==> src/rtl/rr_burst_xfer_if.sv <==
// Bundle between the 4-way arbiter/requesters and the burst transfer stage.
// The master side is the transfer stage itself; the slave side is its environment.
interface rr_burst_xfer_if #(
  parameter int DW = 8
);
  logic [3:0]      gnt;
  logic [4*DW-1:0] data_in;
  logic [DW-1:0]   out_data;
  logic            out_valid;
  logic            out_ready;
  logic [3:0]      beat_take;
  logic [3:0]      done;
  logic [1:0]      owner;
  logic            busy;
  logic            err;

  modport master (
    input  gnt, data_in, out_ready,
    output out_data, out_valid, beat_take, done, owner, busy, err
  );

  modport slave (
    output gnt, data_in, out_ready,
    input  out_data, out_valid, beat_take, done, owner, busy, err
  );
endinterface

==> src/rtl/rr_burst_xfer.sv <==
// Locks onto the arbiter's one-hot grant and moves a BURST-beat transfer from the
// granted requester onto one valid/ready channel, then pulses that requester's done.
module rr_burst_xfer #(
  parameter int DW    = 8,
  parameter int BURST = 4
) (
  input  logic          clk,
  input  logic          rst,
  rr_burst_xfer_if.master bus
);
  localparam int            CW   = $clog2(BURST + 1);
  localparam logic [CW-1:0] LAST = CW'(BURST - 1);

  typedef enum logic [1:0] {IDLE, XFER, DONE, COOL} state_t;

  state_t        state;
  logic [CW-1:0] count;
  logic [1:0]    owner;
  logic          out_valid;
  logic [3:0]    done;
  logic          busy;
  logic          err;

  logic          hs;
  logic          gnt_onehot;
  logic [1:0]    gnt_idx;

  always_comb begin
    gnt_onehot = (bus.gnt != 4'b0000) && ((bus.gnt & (bus.gnt - 4'd1)) == 4'b0000);
    gnt_idx    = 2'd0;
    case (bus.gnt)
      4'b0010: gnt_idx = 2'd1;
      4'b0100: gnt_idx = 2'd2;
      4'b1000: gnt_idx = 2'd3;
      default: gnt_idx = 2'd0;
    endcase
  end

  assign hs = out_valid & bus.out_ready;

  // COOL absorbs the arbiter's stale grant for the requester that just finished.
  always_ff @(posedge clk or negedge rst) begin
    if (!rst) begin
      state     <= IDLE;
      count     <= '0;
      owner     <= 2'd0;
      out_valid <= 1'b0;
      done      <= 4'b0000;
      busy      <= 1'b0;
      err       <= 1'b0;
    end else begin
      case (state)
        IDLE: begin
          if (gnt_onehot) begin
            owner     <= gnt_idx;
            count     <= '0;
            out_valid <= 1'b1;
            busy      <= 1'b1;
            state     <= XFER;
          end else if (bus.gnt != 4'b0000) begin
            err <= 1'b1;
          end
        end
        XFER: begin
          if (hs) begin
            count <= count + 1'b1;
            if (count == LAST) begin
              out_valid <= 1'b0;
              done      <= 4'b0001 << owner;
              state     <= DONE;
            end
          end
        end
        DONE: begin
          done  <= 4'b0000;
          state <= COOL;
        end
        COOL: begin
          busy  <= 1'b0;
          state <= IDLE;
        end
        default: state <= IDLE;
      endcase
    end
  end

  assign bus.out_data  = bus.data_in[owner*DW +: DW];
  assign bus.out_valid = out_valid;
  assign bus.beat_take = hs ? (4'b0001 << owner) : 4'b0000;
  assign bus.done      = done;
  assign bus.owner     = owner;
  assign bus.busy      = busy;
  assign bus.err       = err;
endmodule

==> src/flat_wrapper.sv <==
// flat-port wrapper written by rule: the top's interface ports become plain ports
module rr_burst_xfer_flat 
#(
  parameter int DW    = 8,
  parameter int BURST = 4
)
  (clk, rst, bus_gnt, bus_data_in, bus_out_ready, bus_out_data, bus_out_valid, bus_beat_take, bus_done, bus_owner, bus_busy, bus_err);
  rr_burst_xfer_if #(.DW(DW)) bus_i ();
  input  logic clk;
  input  logic rst;
  input wire logic [$bits(bus_i.gnt)-1:0] bus_gnt;
  input wire logic [$bits(bus_i.data_in)-1:0] bus_data_in;
  input wire logic [$bits(bus_i.out_ready)-1:0] bus_out_ready;
  output wire logic [$bits(bus_i.out_data)-1:0] bus_out_data;
  output wire logic [$bits(bus_i.out_valid)-1:0] bus_out_valid;
  output wire logic [$bits(bus_i.beat_take)-1:0] bus_beat_take;
  output wire logic [$bits(bus_i.done)-1:0] bus_done;
  output wire logic [$bits(bus_i.owner)-1:0] bus_owner;
  output wire logic [$bits(bus_i.busy)-1:0] bus_busy;
  output wire logic [$bits(bus_i.err)-1:0] bus_err;
  assign bus_i.gnt = bus_gnt;
  assign bus_i.data_in = bus_data_in;
  assign bus_i.out_ready = bus_out_ready;
  assign bus_out_data = bus_i.out_data;
  assign bus_out_valid = bus_i.out_valid;
  assign bus_beat_take = bus_i.beat_take;
  assign bus_done = bus_i.done;
  assign bus_owner = bus_i.owner;
  assign bus_busy = bus_i.busy;
  assign bus_err = bus_i.err;
  rr_burst_xfer #(.DW(DW), .BURST(BURST)) u_core (.clk(clk), .rst(rst), .bus(bus_i));
endmodule
==> config.mk <==
export PLATFORM = sky130hd
export DESIGN_NAME = rr_burst_xfer_flat
export DESIGN_NICKNAME = d
export VERILOG_FILES = /design/src/rtl/rr_burst_xfer_if.sv /design/src/rtl/rr_burst_xfer.sv /design/src/flat_wrapper.sv
export SDC_FILE = /design/constraint.sdc
export NUM_CORES = 1
export LEC_CHECK = 0
export ABC_AREA = 1
export BUFFER_PORTS_ARGS = -buffer_cell sky130_fd_sc_hd__buf_2
export CORE_ASPECT_RATIO = 1.2
export CORE_MARGIN = 4
export CORE_UTILIZATION = 39
export CTS_CLUSTER_DIAMETER = 150
export DETAILED_ROUTE_END_ITERATION = 10
export GPL_TIMING_DRIVEN = 0
export PLACE_DENSITY = 0.84
export SLEW_MARGIN = 20
export SYNTH_ARGS = -nofsm -noshare
export SYNTH_HDL_FRONTEND = slang
export SYNTH_SLANG_ARGS = --single-unit
==> constraint.sdc <==
create_clock -name clk -period 1.3 [get_ports clk]
set_clock_uncertainty 0.1 [all_clocks]
set_input_delay 0.065 -clock clk [delete_from_list [all_inputs] [get_ports clk]]
set_output_delay 0.065 -clock clk [all_outputs]
set_load 0.01 [all_outputs]
==> results.toml <==
[die]
dieArea_um2 = 3519
rows = 20
start_util = 0.4059
die_w_um = 54.82
die_y_um = 64.19
ios = 60
core_area_um2 = 2527

[sta]
slew_headroom = 0.7925
fmax_mhz = 599.9
maxSlewViolCount = 0
timing.final.crit_share = 1.282
setup_viol = 22
rsz0062_at_grt = "true"
final_hold_viol_count = 0
tightest_slew_ns = 0.3113
period_needed_ns = 1.667
final.setup.worst_slack_ns = -0.3669
setup_tns_ns = -4.679

[synthesis]
yosys_warnings = 0
synth.distinct_cells = 26
ys_ff_latch = 14
seq_area_frac_synth = 0.3415
muxShareOfSynthArea = 0
synth-simple-area-share = 0.3354
synth_area_per_cell_um2 = 7.953
synth_xor_area_frac = 0
synth_compound_area_frac = 0.2012
synth_fa_ha_area_frac = 0.07317
synth_cells = 129
synth_top_family_by_area = "simple AND/OR/NAND/NOR gates"
synth_area_um2 = 1026
syn_nets = 174

[finish]
diodes = 0
syn2layout_area_growth_pct = 85.61
nFillCells = 139
final_layout_size_suffix_gt1_frac = 0.6892
final_nets = 268

[clock_tree]
cts-root-buf = "clkbuf_4"
cts.sink_count = 14
clk_path_buf_depth = 2
cts-buffers-inserted = 3
cts_tree = "done"
htreeDepth = 1
clk_latency_ns = 0.29
path_clk_slew_ns = 0.09

[drt]
drc = 0
drt_iter0_drc = 50
vias = 1392
wl_per_cell_um = 18.72
routed_via_density = 5.459
totalWireLength_um = 4774
ant_nets = 0
first_pass_iters = 4

[pwr]
powerDensity_nw_per_um2 = 2630
ir_worst_vdd_mv = 1.615
p_leak_uw = 0.0009542

[grt]
antenna_found_initial = 0
track_usage = 0.2270
grt_pass1_vias = 1270
grt_first_pass_wirelength_um = 5644
grt_max_degree = 15
overflow = 0

[worst_setup_path]
arrival_ns = 1.50
crit_required_ns = 1.13
critical_path_class = "reg2out"
cp_slowest_cell = "dfrtp_1"
crit_buf_inv = 3
crit_chain = "buf_6 > nor2_4 > buf_4 > nand2_1 > nand4_1 > buf_2"
start_kind = "flip-flop"
path_max_fanout = 7
slowest_delay_ns = 0.41
path_delay_family = "buffers and inverters"
endpoint_kind = "output pin"

[place]
port_buffers = 59
hpwl_um = 2381
gp_congestion = 0.7668
pre_cts_ws_ns = -0.1611

[run_status]
violations = "negative setup slack"
status = "complete, but fails checks"

[hold_path]
hold_class = "in2reg"

[flow_run]
drv_cap = 0
[final cells by class]
type                    count  area [um^2]  share of cell area
clock buffers               4        36.28             0.01905
plain buffers               1        11.26            0.005913
well taps                  33        41.29             0.02168
multi-input cells         102        838.3              0.4402
flip-flops and latches     14        351.6              0.1846
inverters                  12        72.57             0.03811
repair inverters            2        10.01            0.005256
repair buffers             87        543.0              0.2852
[path summary, 6_finish.rpt]
path | cells past startpoint | to | slack, ns | start
worst max-delay path | 6 | bus_out_data[5] | -0.37 | u_core.bus.owner[1]$_DFFE_PN0P_
worst min-delay path | 3 | u_core.bus.owner[1]$_DFFE_PN0P_ | 0.05 | bus_gnt[2]
worst max register to register | 8 | u_core.bus.done[2]$_DFFE_PN0P_ | -0.23 | u_core.count[0]$_DFFE_PN0P_
worst min register to register | 1 | u_core.bus.err$_DFFE_PN0P_ | 0.38 | u_core.bus.err$_DFFE_PN0P_
max in group asynchronous | 2 | u_core.bus.owner[0]$_DFFE_PN0P_ | 0.75 | rst
min in group asynchronous | 2 | u_core.count[1]$_DFFE_PN0P_ | 0.09 | rst
[worst register-to-register path: cells and delay by family, from the launching register on]
family,cells,cell delay [ns]
AO/OA/AOI/OAI,1,0.18
adder cells (fa/ha/maj),2,0.35
buffers and inverters,2,0.13
flip-flops,1,0.37
AND/OR/NAND/NOR,3,0.35
[Yosys cell counts]
library cell,n,area share
nand3_1,9,0.044
nor3_1,3,0.015
nor2_2,3,0.018
nand2_1,38,0.14
nand4_1,1,0.0061
nand2_4,3,0.033
o21ai_4,2,0.032
inv_1,8,0.029
nor2_1,4,0.015
buf_2,1,0.0049
o21a_1,1,0.0073
o21ai_2,3,0.026
o21ai_0,7,0.034
o31ai_1,1,0.0073
nand2_2,2,0.012
clkinv_1,2,0.0073
o21bai_1,1,0.0073
or2_2,2,0.012
o21ai_1,1,0.0049
nand2_8,1,0.020
dfrtp_1,14,0.34
a21oi_1,2,0.0098
inv_2,2,0.0073
ha_1,6,0.073
a22oi_1,10,0.073
nor2_4,2,0.022
[sequential cells by signal, summed over array words and instances, names as in the netlist]
signal,cells
u_core.bus.busy,1
u_core.bus.done,4
u_core.bus.err,1
u_core.bus.out_valid,1
u_core.bus.owner,2
u_core.count,3
u_core.state,2
[report_power, final]
group	internal (uW)	leakage [uW]	switching (uW)
registers	617	0.000175	155
clock network	171	0.0000210	156
logic	1730	0.000758	2180
[logic make-up (layout without fill, tap and decap cells)]
family	after synthesis	in the layout
fa+ha+maj	6	6
simple gates	68	68
flops	14	14
buf+inv	13	106
compound gates	28	28
[layout by cell type, fill, tap and decap left out, drive strengths merged, types with 2 or more instances in the layout]
cell type	n
clkinv	5
buf	86
dfrtp	14
a21oi	2
nand3	9
ha	6
nor2	9
or2	2
nor3	3
o21ai	13
inv	9
clkbuf	5
nand2	44
a22oi	10
[stage by stage]
step	utilization	instances	total power (uW)	area [um^2]	hold slack, ns
final	0.7535	255	5009	1904	0.04692
after global routing	0.7535	255	5274	1904	0.07393
after CTS	0.6693	240	4007	1692	0.02020
after detailed placement	0.5559	221	2952	1405	-0.1245
after global placement	0.5559	221	2883	1405	-0.1266
after floorplan	-	129	2290	1069	-0.3306
[metal layers]
| layer | up-vias | routed length (um) | global-route usage |
|---|---|---|---|
| li1 | 620 | - | - |
| met1 | 640 | 1664 | 0.1994 |
| met2 | 105 | 2288 | 0.4231 |
| met3 | 27 | 540 | 0.04662 |
| met4 | 0 | 280 | 0.1526 |
| met5 | - | 0 | 0 |
[timing repair]
action                                  CTS  global route
hold buffers                              1             0
endpoints found under the hold margin    14             0
endpoints found under the setup margin   24            25
setup buffers                            12            15
pin swaps                                 6            14
cloned                                    2             0
gates resized for setup                  34            30
Note: power is estimated with default switching activity, not from simulation.
